[src/rtl/bus_controller.sv]
// -----------------------------------------------------------------------------
// bus_controller
//
// Owns the physical memory bus on behalf of the CPU core. Each CPU access is
// decoded into a RAM, ROM or IO chip select. The strobes are held for the
// per-region number of wait states. Read data goes back to the CPU together
// with a one-cycle cpu_ready pulse, and illegal requests raise a sticky
// bus_fault flag.
//
// Address map:  RAM 0x0000..ROM_BASE-1, ROM ROM_BASE..IO_BASE-1, IO IO_BASE..0xFFFF
//
// Optional feature (compile-time macro ROM_WP_EN):
//   defined   - ROM is write protected. A ROM write asserts rom_cs but never
//               mem_we, sets bus_fault, and still completes with ROM timing.
//   undefined - ROM writes behave like RAM writes.
//
// Ports:
//   clk        in   1   system clock, all state on posedge
//   reset      in   1   asynchronous active-low reset
//   cpu_addr   in  16   CPU address, sampled at request
//   cpu_wdata  in   8   CPU write data, sampled at request
//   cpu_r      in   1   read request (level, sampled in IDLE)
//   cpu_w      in   1   write request (level, sampled in IDLE)
//   cpu_rdata  out  8   read data, held until the next read completes
//   cpu_ready  out  1   one-cycle pulse, access complete
//   mem_addr   out 16   latched address
//   mem_wdata  out  8   latched write data
//   mem_rdata  in   8   data from the selected device
//   ram_cs     out  1   RAM chip select
//   rom_cs     out  1   ROM chip select
//   io_cs      out  1   IO chip select
//   mem_oe     out  1   read strobe
//   mem_we     out  1   write strobe
//   bus_fault  out  1   sticky fault flag, cleared only by reset
//
// States:
//   IDLE   | waiting for a request; accepts exactly one of cpu_r / cpu_w
//   ACCESS | strobes held while the wait counter runs down to zero
//   DONE   | cpu_ready pulses for one cycle, then back to IDLE
// -----------------------------------------------------------------------------
module bus_controller #(
    parameter logic [15:0] ROM_BASE = 16'h2000,
    parameter logic [15:0] IO_BASE  = 16'hF000,
    parameter logic [3:0]  RAM_WAIT = 4'd0,
    parameter logic [3:0]  ROM_WAIT = 4'd1,
    parameter logic [3:0]  IO_WAIT  = 4'd2
) (
    input  logic        clk,
    input  logic        reset,
    input  logic [15:0] cpu_addr,
    input  logic [7:0]  cpu_wdata,
    input  logic        cpu_r,
    input  logic        cpu_w,
    output logic [7:0]  cpu_rdata,
    output logic        cpu_ready,
    output logic [15:0] mem_addr,
    output logic [7:0]  mem_wdata,
    input  logic [7:0]  mem_rdata,
    output logic        ram_cs,
    output logic        rom_cs,
    output logic        io_cs,
    output logic        mem_oe,
    output logic        mem_we,
    output logic        bus_fault
);

    typedef enum logic [1:0] {
        IDLE   = 2'd0,
        ACCESS = 2'd1,
        DONE   = 2'd2
    } state_t;

    state_t      state, state_nxt;
    logic [3:0]  wait_cnt, wait_cnt_nxt;
    logic [15:0] mem_addr_nxt;
    logic [7:0]  mem_wdata_nxt;
    logic [7:0]  cpu_rdata_nxt;
    logic        ram_cs_nxt, rom_cs_nxt, io_cs_nxt;
    logic        mem_oe_nxt, mem_we_nxt;
    logic        bus_fault_nxt;

    logic        sel_ram, sel_rom, sel_io;
    logic [3:0]  sel_wait;

    // Region decode of the live CPU address; only used when a request is taken.
    always_comb begin
        sel_ram  = (cpu_addr < ROM_BASE);
        sel_io   = (cpu_addr >= IO_BASE);
        sel_rom  = !sel_ram && !sel_io;
        sel_wait = sel_ram ? RAM_WAIT : (sel_rom ? ROM_WAIT : IO_WAIT);
    end

    always_ff @(posedge clk or negedge reset) begin
        if (!reset) begin
            state <= IDLE;
        end else begin
            state <= state_nxt;
        end
    end

    always_comb begin
        state_nxt     = state;
        wait_cnt_nxt  = wait_cnt;
        mem_addr_nxt  = mem_addr;
        mem_wdata_nxt = mem_wdata;
        cpu_rdata_nxt = cpu_rdata;
        ram_cs_nxt    = ram_cs;
        rom_cs_nxt    = rom_cs;
        io_cs_nxt     = io_cs;
        mem_oe_nxt    = mem_oe;
        mem_we_nxt    = mem_we;
        bus_fault_nxt = bus_fault;
        cpu_ready     = 1'b0;

        case (state)
            IDLE: begin
                if (cpu_r && cpu_w) begin
                    // Conflicting request: run one empty ACCESS cycle without
                    // strobes, so the CPU sees the same latency as a
                    // zero-wait access.
                    bus_fault_nxt = 1'b1;
                    wait_cnt_nxt  = 4'd0;
                    state_nxt     = ACCESS;
                end else if (cpu_r || cpu_w) begin
                    mem_addr_nxt  = cpu_addr;
                    mem_wdata_nxt = cpu_wdata;
                    ram_cs_nxt    = sel_ram;
                    rom_cs_nxt    = sel_rom;
                    io_cs_nxt     = sel_io;
                    mem_oe_nxt    = cpu_r;
                    mem_we_nxt    = cpu_w;
`ifdef ROM_WP_EN
                    if (cpu_w && sel_rom) begin
                        mem_we_nxt    = 1'b0;
                        bus_fault_nxt = 1'b1;
                    end
`endif
                    wait_cnt_nxt  = sel_wait;
                    state_nxt     = ACCESS;
                end
            end

            ACCESS: begin
                if (wait_cnt != 4'd0) begin
                    wait_cnt_nxt = wait_cnt - 4'd1;
                end else begin
                    // mem_oe is high only for reads, so it qualifies the capture.
                    if (mem_oe) begin
                        cpu_rdata_nxt = mem_rdata;
                    end
                    ram_cs_nxt = 1'b0;
                    rom_cs_nxt = 1'b0;
                    io_cs_nxt  = 1'b0;
                    mem_oe_nxt = 1'b0;
                    mem_we_nxt = 1'b0;
                    state_nxt  = DONE;
                end
            end

            DONE: begin
                cpu_ready = 1'b1;
                state_nxt = IDLE;
            end

            default: begin
                state_nxt = IDLE;
            end
        endcase
    end

    always_ff @(posedge clk or negedge reset) begin
        if (!reset) begin
            wait_cnt  <= 4'd0;
            mem_addr  <= 16'h0000;
            mem_wdata <= 8'h00;
            cpu_rdata <= 8'h00;
            ram_cs    <= 1'b0;
            rom_cs    <= 1'b0;
            io_cs     <= 1'b0;
            mem_oe    <= 1'b0;
            mem_we    <= 1'b0;
            bus_fault <= 1'b0;
        end else begin
            wait_cnt  <= wait_cnt_nxt;
            mem_addr  <= mem_addr_nxt;
            mem_wdata <= mem_wdata_nxt;
            cpu_rdata <= cpu_rdata_nxt;
            ram_cs    <= ram_cs_nxt;
            rom_cs    <= rom_cs_nxt;
            io_cs     <= io_cs_nxt;
            mem_oe    <= mem_oe_nxt;
            mem_we    <= mem_we_nxt;
            bus_fault <= bus_fault_nxt;
        end
    end

endmodule

[config.mk]
export PLATFORM = sky130hd
export DESIGN_NAME = bus_controller
export DESIGN_NICKNAME = d
export VERILOG_FILES = /design/src/rtl/bus_controller.sv
export SDC_FILE = /design/constraint.sdc
export NUM_CORES = 1
export LEC_CHECK = 0
export ABC_AREA = 1
export CAP_MARGIN = 10
export CORE_MARGIN = 4
export CORE_UTILIZATION = 43
export CTS_CLUSTER_DIAMETER = 50
export DETAILED_ROUTE_END_ITERATION = 10
export PLACE_DENSITY_LB_ADDON = 0.3
export SLEW_MARGIN = 10
export SYNTH_ARGS = -nofsm -noshare
export SYNTH_HDL_FRONTEND = slang
export SYNTH_SLANG_ARGS = --single-unit
[constraint.sdc]
create_clock -name clk -period 1.6 [get_ports clk]
set_input_delay 0.32 -clock clk [delete_from_list [all_inputs] [get_ports clk]]
set_output_delay 0.32 -clock clk [all_outputs]
set_load 0.02 [all_outputs]
==> flow_metrics.tcl <==
set metrics [dict create \
    start_kind "flop" \
    crit_fanout 2 \
    die_w_um 74.59 \
    min_period_over_period_pct 97.47 \
    arrival_ns 1.24 \
    initial_utilization_pct 46.01 \
    worstSkewPairLatency_ns 0.29 \
    tns_ns 0 \
    final_net_count 291 \
    synth_nets 199 \
    synthFlopType "dfrtp_1" \
    netlist_instances 159 \
    synth-compound-area-share_pct 5.577 \
    use_met3_pct 6.216 \
    track_usage_pct 17.96 \
    yosys.area_share.simple_pct 12.93 \
    power_frac_seq_pct 30.6 \
    cts_root_buf "clkbuf_8" \
    swShare_pct 35.72 \
    finalCriticalPeriod_ns 1.560 \
    place_ws_ns -0.3550 \
    met2_usage_pct 28.88 \
    crit_buf_inv 1 \
    synth_top_area_share_pct 57.74 \
    synth_cell_types 19 \
    gp_congestion 0.8059 \
    setup_slack_ns 0.04049 \
    fin_util_pct 73.91 \
    yosysTopAreaCell "dfrtp_1" \
    cts_tree "done" \
    cp-end-kind "primary output" \
    antenna_found_initial 0 \
    critical_path_class "reg -> out" \
    antenna_left 0 \
    synth_area_um2 1907 \
    dieArea_um2 5564 \
    grt_pass1_vias 1574 \
    drive_gt1_share_pct 20.24 \
    power_mw 6.290 \
    yosys.area_share.xor_xnor_pct 0.4593 \
    htreeDepth 2 \
    crit_family "buffers and inverters" \
    slowest_stage "clkdlybuf4s50_1" \
    p_int_mw 4.043 \
    wl_per_cell_um 14.84 \
    vias 1487 \
    max_cap_viol_count 0 \
    clockBufferDepth 2 \
    p_leak_nw 1.686 \
    synth.area.top_cells "dfrtp_1 (58%), mux2_4 (14%), nand2_1 (6.5%)" \
    power.switching_mw 2.246 \
    cts_setup_buffers 0 \
    cp_cell_sequence "clkdlybuf4s50_1" \
    rsz0062_at_grt "no" \
    grt-ovfl-total 0 \
    tightest_slew_ns 0.3952 \
    place_area_um2 2810 \
    irDropWorstVdd_mv 1.303 \
    core_um2 4144 \
    ios 75 \
    skew_ns 0.007887 \
    drt_iter0_drc 54 \
    syn2layout_area_growth_pct 60.63 \
    cts_inserted_buffers 5 \
    setup_violations 0 \
    hold_viol_final 0 \
    yosys_warnings 0 \
    fin_area_um2 3063 \
    clock_sinks 44 \
    ys_top_cells_by_count "dfrtp_1 (44), nand2_1 (33), mux2_4 (18), o21ai_0 (15), inv_1 (11)" \
    maxSlewHeadroom_pct 73.65 \
    routed_via_density 4.924 \
    use_met1_pct 23.09 \
    clockPowerShare_pct 18.4 \
    synth_mux_area_share_pct 17.13 \
    grt_most_used_layer "met2" \
    drc 0 \
    antenna_cells 0 \
    async_flop_share_pct 100.0 \
    synth.most_common_cell "dfrtp_1" \
    grt_max_degree 19 \
    ys_seq_elements 44 \
    synth_top_family_by_area "multiplexers" \
    hold_path.class "in -> async" \
    routed_wl_mm 4.481 \
    io_buffers 74 \
    grt_pass1_wl_mm 7.472 \
    dieHeight_um 74.59 \
    status "finished, final reports clean" \
    combPwrFrac_pct 51.0 \
    fmax_ghz 0.6412 \
    synth_fa_ha_area_share_pct 2.625 \
    yosysSeqAreaShare_pct 57.74 \
    avgSynthCellArea_um2 11.99 \
    crit_required_ns 1.28 \
    maxSlewViolCount 0 \
    fp-row-count 23 \
    synth_edf_count 0 \
    clk_pin_slew_ns 0.09 \
    drt-pass1-iter-count 4 \
    crit_path_max_incr_delay_ns 0.60 \
    dp_hpwl_mm 3.282 \
    power_density_nw_per_um2 2053 \
]
[metrics by stage]
step | hold slack, ns | std cells
after CTS | 0.4696 | 302
after global placement | 0.2692 | 293
after floorplan | 0.02441 | 159
after global routing | 0.4958 | 302
after detailed placement | 0.2716 | 293
final | 0.4693 | 302
[routing by layer]
layer	part of all wire [%]	routed length, µm	up-vias
met5	0	0	-
met3	8.2	366	7
met1	43	1942	710
li1	-	-	716
met4	1.5	68	0
met2	47	2103	54
[placed cells by master (no fill, tap or decap), drive strengths merged, types with 3 or more instances in the layout]
cell           count
buf               13
bufinv             3
clkbuf             5
clkdlybuf4s50     35
dfrtp             44
dlygate4sd2        8
dlymetal6s2s      29
ha                 4
inv               12
mux2              23
nand2             35
nand3              4
nor2              12
o21ai             15
[power by group through the flow]
stage               clock, mW  combinational [mW]  sequential [mW]
finish                   1.16                3.20             1.92
CTS                      1.18                3.29             1.94
floorplan                   0                1.27             2.52
global placement            0                3.27             1.95
detailed placement          0                3.33             1.96
global route             1.23                3.46             2.00
[area by class of cell]
type | instances | area (µm²)
Tap cell | 50 | 62.56
Sequential cell | 44 | 1101
Multi-Input combinational cell | 101 | 759.5
Fill cell | 300 | 1081
Clock buffer | 5 | 68.82
Timing Repair Buffer | 87 | 935.9
Clock inverter | 3 | 90.09
Inverter | 12 | 45.04
[registers in the layout (all words and copies together) (netlist names)]
signal and cells:
rom_cs 1, ram_cs 1, cpu_rdata 8, wait_cnt 4, state 2, mem_wdata 8
mem_we 1, mem_addr 16, io_cs 1, mem_oe 1, bus_fault 1
[final timing paths]
kind | cells past startpoint | from | to | slack, ns
max | 1 | mem_addr[9] | mem_addr[9] | 0.04
min | 2 | reset | cpu_rdata[5] | 0.47
max reg2reg | 5 | state[0] | mem_wdata[4] | 0.18
min reg2reg | 1 | bus_fault | bus_fault | 0.47
max in group asynchronous | 3 | reset | mem_addr[6] | 0.55
min in group clk | 1 | bus_fault | bus_fault | 0.47
[logic make-up (layout without fill, tap and decap cells)]
| logic type | count (synthesis) | count (layout) |
|---|---|---|
| AND/OR/NAND/NOR | 53 | 53 |
| flip-flops | 44 | 44 |
| multiplexers | 23 | 23 |
| AO/OA/AOI/OAI | 20 | 20 |
| buffers and inverters | 14 | 107 |
| adder cells (fa/ha/maj) | 4 | 4 |
| XOR/XNOR | 1 | 1 |
[timing repair]
action / 4_1_cts / 5_1_grt
pin swaps: 1 / 0
hold buffers: 1 / 0
hold endpoints to repair: 16 / 0
gates resized for setup: 10 / 31
endpoints found under the setup margin: 28 / 33
Note: power is estimated with default switching activity, not from simulation.
